--- config.mk ---
export PLATFORM = sky130hd
export DESIGN_NAME = fetch_sequencer
export DESIGN_NICKNAME = d
export VERILOG_FILES = /design/src/rtl/fetch_pkg.sv /design/src/rtl/fetch_sequencer_ret_stack.sv /design/src/rtl/fetch_sequencer.sv
export SDC_FILE = /design/constraint.sdc
export NUM_CORES = 1
export LEC_CHECK = 0
export CORE_MARGIN = 4
export CORE_UTILIZATION = 60
export CTS_CLUSTER_DIAMETER = 60
export CTS_CLUSTER_SIZE = 12
export DETAILED_ROUTE_END_ITERATION = 10
export PLACE_DENSITY = 0.9
export SYNTH_ARGS = -nofsm -noshare
export SYNTH_HDL_FRONTEND = slang
export SYNTH_SLANG_ARGS = --single-unit
--- constraint.sdc ---
create_clock -name clk -period 5.55 [get_ports clk]
set_input_delay 0.555 -clock clk [delete_from_list [all_inputs] [get_ports clk]]
set_output_delay 0.555 -clock clk [all_outputs]
set_load 0.02 [all_outputs]
--- src/rtl/fetch_pkg.sv ---
// Shared widths, instruction field positions and stack-operation encoding
// for the control-unit fetch/sequencing datapath.
package fetch_pkg;

   localparam int unsigned PC_W    = 9;
   localparam int unsigned IR_W    = 16;
   localparam int unsigned FLAGS_W = 4;

   localparam int unsigned OPC_HI  = 15;
   localparam int unsigned OPC_LO  = 11;
   localparam int unsigned ADDR_HI = 10;
   localparam int unsigned ADDR_LO = 2;

   localparam logic [OPC_HI-OPC_LO:0] OPC_RET = 5'b10101;

   typedef enum logic [1:0] {
      STK_IDLE,
      STK_PUSH,
      STK_POP,
      STK_REPLACE
   } stack_op_e;

endpackage

--- src/rtl/fetch_sequencer_ret_stack.sv ---
// Return-context LIFO of {pc, flags} entries with full/empty status and a
// combinational top-of-stack read that reads as zero when empty.
module ret_stack
   import fetch_pkg::*;
#(
   parameter int unsigned DEPTH     = 8,
   parameter int unsigned PC_BITS   = 9,
   parameter int unsigned FLAG_BITS = 4
) (
   input  logic                 clk,
   input  logic                 rst_n,
   input  logic                 push,
   input  logic                 pop,
   input  logic [PC_BITS-1:0]   wr_pc,
   input  logic [FLAG_BITS-1:0] wr_flags,
   output logic [PC_BITS-1:0]   top_pc,
   output logic [FLAG_BITS-1:0] top_flags,
   output logic                 full,
   output logic                 empty
);

   localparam int unsigned IDX_W = $clog2(DEPTH);
   localparam int unsigned SP_W  = IDX_W + 1;
   localparam logic [SP_W-1:0] SP_FULL = SP_W'(DEPTH);

   logic [SP_W-1:0]      sp;
   logic [PC_BITS-1:0]   mem_pc    [DEPTH];
   logic [FLAG_BITS-1:0] mem_flags [DEPTH];
   logic [IDX_W-1:0]     top_idx;
   logic [IDX_W-1:0]     wr_idx;
   stack_op_e            op;

   assign full    = (sp == SP_FULL);
   assign empty   = (sp == '0);
   assign top_idx = IDX_W'(sp - 1'b1);

   // Push+pop on a non-empty stack rewrites the top in place; on an empty
   // stack it degenerates to a plain push.
   always_comb begin
      op     = STK_IDLE;
      wr_idx = sp[IDX_W-1:0];
      unique case ({push, pop})
         2'b10: if (!full)  op = STK_PUSH;
         2'b01: if (!empty) op = STK_POP;
         2'b11: begin
            if (empty) begin
               op = STK_PUSH;
            end else begin
               op     = STK_REPLACE;
               wr_idx = top_idx;
            end
         end
         default: op = STK_IDLE;
      endcase
   end

   always_ff @(posedge clk or negedge rst_n) begin
      if (!rst_n) begin
         sp <= '0;
         for (int unsigned i = 0; i < DEPTH; i++) begin
            mem_pc[i]    <= '0;
            mem_flags[i] <= '0;
         end
      end else begin
         unique case (op)
            STK_PUSH: begin
               mem_pc[wr_idx]    <= wr_pc;
               mem_flags[wr_idx] <= wr_flags;
               sp                <= sp + 1'b1;
            end
            STK_REPLACE: begin
               mem_pc[wr_idx]    <= wr_pc;
               mem_flags[wr_idx] <= wr_flags;
            end
            STK_POP:  sp <= sp - 1'b1;
            default:  sp <= sp;
         endcase
      end
   end

   assign top_pc    = empty ? '0 : mem_pc[top_idx];
   assign top_flags = empty ? '0 : mem_flags[top_idx];

endmodule

--- src/rtl/fetch_sequencer.sv ---
// Instruction register, program counter and subroutine return stack driven
// by the microcode sequencer's load/increment/push/pop strobes.
module fetch_sequencer #(
   parameter int unsigned STACK_DEPTH = 8,
   parameter int unsigned PC_W        = fetch_pkg::PC_W,
   parameter int unsigned IR_W        = fetch_pkg::IR_W,
   parameter int unsigned FLAGS_W     = fetch_pkg::FLAGS_W
) (
   input  logic               clk,
   input  logic               rst_n,
   input  logic               ir_load,
   input  logic [IR_W-1:0]    in_ir,
   input  logic               pc_load,
   input  logic               pc_inc,
   input  logic               pc_en_out,
   input  logic               push_en,
   input  logic               pop_en,
   input  logic [FLAGS_W-1:0] in_flags,
   output logic [IR_W-1:0]    out_ir,
   output logic [PC_W-1:0]    out_pc,
   output logic [PC_W-1:0]    pc_bus,
   output logic [PC_W-1:0]    stack_out_pc,
   output logic [FLAGS_W-1:0] stack_out_flags,
   output logic               stack_full,
   output logic               stack_empty
);

   import fetch_pkg::*;

   logic [IR_W-1:0] ir;
   logic [PC_W-1:0] pc;
   logic [PC_W-1:0] pc_src;
   logic            is_ret;

   always_ff @(posedge clk or negedge rst_n) begin
      if (!rst_n) ir <= '0;
      else if (ir_load) ir <= in_ir;
   end

   // RET takes its target from the pre-pop top, so pop+load completes in one cycle.
   assign is_ret = (ir[OPC_HI:OPC_LO] == OPC_RET);
   assign pc_src = is_ret ? stack_out_pc : PC_W'(ir[ADDR_HI:ADDR_LO]);

   always_ff @(posedge clk or negedge rst_n) begin
      if (!rst_n)       pc <= '0;
      else if (pc_load) pc <= pc_src;
      else if (pc_inc)  pc <= pc + 1'b1;
   end

   ret_stack #(
      .DEPTH     (STACK_DEPTH),
      .PC_BITS   (PC_W),
      .FLAG_BITS (FLAGS_W)
   ) u_stack (
      .clk       (clk),
      .rst_n     (rst_n),
      .push      (push_en),
      .pop       (pop_en),
      .wr_pc     (pc),
      .wr_flags  (in_flags),
      .top_pc    (stack_out_pc),
      .top_flags (stack_out_flags),
      .full      (stack_full),
      .empty     (stack_empty)
   );

   assign out_ir = ir;
   assign out_pc = pc;
   assign pc_bus = pc_en_out ? pc : '0;

endmodule

==> results of run 1 <==
## routing by layer
metal	vias to the layer above	global-route usage, %	routed length [um]
li1	1788	-	-
met1	2152	33.6	6200
met2	168	41.1	7550
met3	13	6.17	856
met4	0	6.57	137
met5	-	0	0
## stage by stage
stage               util (%)  instance area (sq um)  power, mW
floorplan                  -                   6400       3.29
global placement        69.5                   7210       4.02
detailed placement      69.5                   7210       4.13
CTS                     75.3                   7810       5.30
global route            75.3                   7810       5.55
finish                  75.3                   7810       5.29
## layout make-up
class,count,share of cell area [%]
inverter,11,0.529
timing repair buffer,81,10.2
clock inverter,8,1.57
multi-input combinational,269,36.7
clock buffer,22,6.18
sequential,133,42.6
tap,136,2.18
## cells in the mapped netlist (all sizes together), types with 2 or more instances
cell    count
nor3b       3
nor2b       2
mux2i       6
a21oi       9
xor2        2
mux2      122
mux4       26
o32ai       3
o211ai      7
and2       10
dfrtp     133
clkbuf     15
nor3        4
buf        16
a22oi       8
inv        11
ha          4
nand4       3
nand2       6
o211a       3
nor2        8
a211oi      2
xnor2       8
nand2b     10
nand3       2
o21ai       2
nand4b      2
o22ai       6
o21a        3
## cell families (layout without fill, tap and decap cells)
logic type               Yosys count  count (layout)  synth area share (%)
AO/OA/AOI/OAI                     47              47                  6.08
buffers and inverters             42             122                  3.09
AND/OR/NAND/NOR                   54              54                  5.07
XOR/XNOR                          10              10                  1.37
flip-flops                       133             133                  52.0
adder cells (fa/ha/maj)            4               4                 0.783
multiplexers                     154             154                  31.6
## report_power, final
part,switching [mW],internal [mW]
clock,0.395,0.738
combinational,1.17,1.28
sequential,0.305,1.40
## final timing paths
path                       cells after the start                               end  slack [ns]
setup / recovery                               7                   stack_out_pc[0]        1.62
setup reg to reg                               6  u_stack.mem_flags[6]$_DFFE_PN0P_        2.49
hold reg to reg                                1    u_stack.mem_pc[24]$_DFFE_PN0P_        0.49
hold / removal                                 1             out_pc[0]$_DFFE_PN0P_        0.24
max in group asynchronous                      2     u_stack.mem_pc[6]$_DFFE_PN0P_        4.11
min in group clk                               1    u_stack.mem_pc[24]$_DFFE_PN0P_        0.49
## critical path: stages (launching register included)
cell             delay [ns]
dfrtp_1                0.42
inv_1                  0.08
ha_1                   0.76
buf_4                  0.36
mux4_2                 0.36
a22oi_1                0.25
inv_1                  0.07
clkdlybuf4s50_1        0.55
## state kept, by name (all words and copies together), names as in the netlist
register	flops
out_ir	16
out_pc	9
u_stack.mem_flags	32
u_stack.mem_pc	72
u_stack.sp	4
## cell usage in the layout, fill, tap and decap left out, types with 9 or more instances in the layout
master	count
mux4_2	26
mux2_1	38
mux2_2	84
inv_1	11
a21oi_1	9
nand2b_1	10
clkdlybuf4s50_1	75
dfrtp_1	132
and2_1	10
clkbuf_16	16
==> results.toml, run 1 <==
[status]
status = "finished clean"

[synth]
synth_top_area_share_pct = 52.0
synth_area_per_cell_sq_um = 14.4
synth_area_leaders = "dfrtp_1, mux2_2, mux4_2"
synth_area_sq_um = 6400
yosysSeqAreaShare_pct = 52.0
syn_inst = 444
ys_async_sr_fraction_pct = 100
synthFlopType = "dfrtp_1"
yosysTopAreaCell = "dfrtp_1"
syn_nets = 476
synth_edf_count = 0
ys_seq_elements = 133
synth_cell_type_count = 44
ys_warn_count = 0

[layout]
fillCellCount = 609
instances_no_fill = 660
syn2layout_area_growth_pct = 22.1
multi_input_area_sq_um = 2870
seqCellArea_sq_um = 3330
num-nets-final = 545
final_layout_size_suffix_gt1_share_pct = 30.9
diodes = 0

[timing]
max_slew.worst_pin.slew_ns = 1.05
timing.hold.ws_ns = 0.239
fin_crit_ns = 3.93
slew_headroom_pct = 30.1
clock_skew_ns = 0.00546
hold_viol = 0
max_freq_mhz = 255
setup_viol = 0
totalNegativeSetupSlack_ns = 0
drv_slew = 0
grt_setup_unrepaired = "no"
fin_crit_sh_pct = 70.7
worst_slack_ns = 1.62

[setup_path]
cp-startpoint = "u_stack.sp[1]$_DFFE_PN0P_"
r2r_start = "u_stack.sp[1]$_DFFE_PN0P_"
arrival_ns = 3.37
crit_type = "reg -> out"
cp_max_fo = 16
worstPathRequired_ns = 4.99
cp-end-kind = "primary output"
critPathLaunchType = "flop"

[die]
core-area_sq_um = 10400
num_rows = 37
initial_core_util_pct = 61.7
die_w_um = 111
dieArea_sq_um = 12400
die_h_um = 111
io_pins = 77

[route]
wirelength_um = 14700
vias = 4121
first_iter_violations = 315
wl_per_cell_um = 22.3
postRouteAntennaNets = 0
vias_per_cell = 6.24
drc_errors = 0
firstDrtPassIters = 7

[placement]
place_congestion = 0.830
hpwl_um = 9290
placed_cells = 630
place_ws_ns = 2.18
port_buffers = 76

[worst_hold_path]
hold_class = "in -> async"

[grt]
grt_start_max_net_pins = 87
grt_pass1_wl_um = 24500
grt_antenna_before_repair = 0
grt_util_all_layers_pct = 25.0
grt_overflow = 0
grt_pass1_vias = 4515

[clock_tree]
cts_sinks = 133
cts.repair.resized = 0
tritoncts = "yes"
cts_root_buf = "clkbuf_8"
ctsHoldBuffers = 0
htree_levels = 4
clkLatencyLatePin_ns = 0.51
clk_path_buf_depth = 2
cts_buffers = 17
cts_setup_buffers = 0
clkTransAtPathRegs_ns = 0.06

[power_and_ir_drop]
leakage_nw = 3.24
peakVddDrop_mv = 0.444
pwr_density_cell_nw_per_um2 = 677

[run]
cap_violations = 0
Power figures use the tool's default switching activity.
==> run 2: changes to the inputs <==
Settings changed: CORE_UTILIZATION 60 to 56, PLACE_DENSITY 0.9 to 0.85.
Clock period 5.55 ns to 4.1 ns, I/O delays scaled along.
==> results.toml, run 2 (synthesis gave the netlist of run 1 again) <==
[status]
status = "finished clean"

[setup_path]
critPathMaxStageDelay_ns = 0.62
cp-startpoint = "u_stack.sp[1]$_DFFE_PN0P_"
cp_num_cells = 7
path_delay_family = "simple AND/OR/NAND/NOR gates"
r2r_start = "u_stack.sp[1]$_DFFE_PN0P_"
endpoint = "stack_out_pc[1]"
crit_slowest_cell = "nor3b_2"
worst-r2r-setup-slack_ns = 0.91
crit_top_cell = "inv_1"
reg2regPathDepth = 6
cp_num_buf_inv = 3
crit_type = "reg -> out"
cp-end-kind = "primary output"
crit_chain = "inv_1 > ha_1 > nor3b_2 > nor2_1 > a22oi_1 > inv_1 > clkdlybuf4s50_1"
arrival_ns = 3.23
worstPathRequired_ns = 3.69
critPathLaunchType = "flop"
rr_endpoint = "u_stack.mem_flags[26]$_DFFE_PN0P_"
cp_max_fo = 11

[die]
core-area_sq_um = 11000
io_pins = 77
num_rows = 38
initial_core_util_pct = 58.0
die_h_um = 115
die_w_um = 115
dieArea_sq_um = 13200

[timing]
clock_skew_ns = 0.0107
setup_viol = 0
drv_slew = 0
hold_viol = 0
max_freq_mhz = 275
worst_slack_ns = 0.462
fin_crit_sh_pct = 88.7
max_slew.worst_pin.slew_ns = 1.14
fin_crit_ns = 3.64
totalNegativeSetupSlack_ns = 0
slew_headroom_pct = 23.6
grt_setup_unrepaired = "no"

[layout]
syn2layout_area_growth_pct = 22.1
diodes = 0
final_cell_mix = "dfrtp_1, mux2_2, clkdlybuf4s50_1, mux2_1, mux4_2"
final_common_cell = "dfrtp_1"
regMostFlops = "u_stack.mem_pc"
final_core_util_pct = 70.8
largest_register_ffs = 72
final_layout_size_suffix_gt1_share_pct = 30.3
num-nets-final = 546

[power_and_ir_drop]
pwr_density_cell_nw_per_um2 = 911
clockPowerShare_pct = 20.9
peakVddDrop_mv = 0.495
switching_share_pct = 35.2
combPwrFrac_pct = 47.0
seqPwrFrac_pct = 32.0
finalPower_mw = 7.11
switching_power_mw = 2.50
leakage_nw = 3.24
power.internal_mw = 4.61

[clock_tree]
tritoncts = "yes"
cts_root_buf = "clkbuf_16"
cts_setup_buffers = 0
clkTransAtPathRegs_ns = 0.05
cts.repair.resized = 0
clkLatencyLatePin_ns = 0.41
htree_levels = 4
cts_sinks = 133
cts_buffers = 17
clk_path_buf_depth = 2
ctsHoldBuffers = 0

[placement]
place_congestion = 0.856
port_buffers = 76
place_ws_ns = 0.862
hpwl_um = 9340

[route]
vias = 4092
wl_per_cell_um = 22.0
vias_per_cell = 6.15
wirelength_um = 14600
postRouteAntennaNets = 0
first_iter_violations = 254
firstDrtPassIters = 4
drc_errors = 0

[grt]
grt_overflow = 0
grt_pass1_wl_um = 24100
grt_antenna_before_repair = 0
grt_util_all_layers_pct = 24.1
grt_pass1_vias = 4497
grt_start_max_net_pins = 80

[run]
cap_violations = 0

[worst_hold_path]
hold_class = "in -> async"
run 2: cell count changes in the layout (fill, tap and decap cells not counted):
cell	before	now
buf_4	6	7
clkbuf_1	0	4
bufinv_16	3	2
clkbuf_16	16	17
clkinv_2	2	1
clkinvlp_4	3	0
run 2: final cells by class:
class | count | area (sq um)
sequential | 133 | 3330
clock buffer | 27 | 523
clock inverter | 3 | 65.1
fill | 697 | 3220
inverter | 11 | 41.3
multi-input combinational | 269 | 2870
timing repair buffer | 82 | 803
tap | 140 | 175
run 2: per-layer routing:
metal | up-vias | track usage (%) | part of all wire, %
met4 | 0 | 9.94 | 1.8
met2 | 152 | 40.5 | 50
met1 | 2140 | 29.8 | 41
met3 | 22 | 6.11 | 6.8
met5 | - | 0 | 0
li1 | 1778 | - | -
run 2: worst min path at each step:
stage / end / from / slack (ns)
floorplan: out_ir[0]$_DFFE_PN0P_ / rst_n / 0.11
global placement: u_stack.mem_flags[0]$_DFFE_PN0P_ / u_stack.mem_flags[0]$_DFFE_PN0P_ / 0.46
CTS: out_ir[9]$_DFFE_PN0P_ / rst_n / 0.20
global route: out_ir[10]$_DFFE_PN0P_ / rst_n / 0.24
detailed placement: u_stack.mem_pc[60]$_DFFE_PN0P_ / u_stack.mem_pc[60]$_DFFE_PN0P_ / 0.48
finish: out_ir[12]$_DFFE_PN0P_ / rst_n / 0.16
run 2: power by group through the flow:
stage / clock network [mW] / registers, mW / logic, mW
3_5_place_dp: 0 / 2.27 / 3.33
4_1_cts: 1.51 / 2.27 / 3.38
3_3_place_gp: 0 / 2.22 / 3.24
6_report: 1.49 / 2.28 / 3.34
5_1_grt: 1.58 / 2.35 / 3.58
2_1_floorplan: 0 / 2.15 / 2.30
run 2: metrics by stage:
step                      hold slack, ns  instance area, sq um  cells
after CTS                          0.198                  7810    665
after global routing               0.245                  7810    665
after global placement             0.464                  7220    635
after detailed placement           0.478                  7220    635
after floorplan                    0.114                  6400    444
final                              0.157                  7810    665
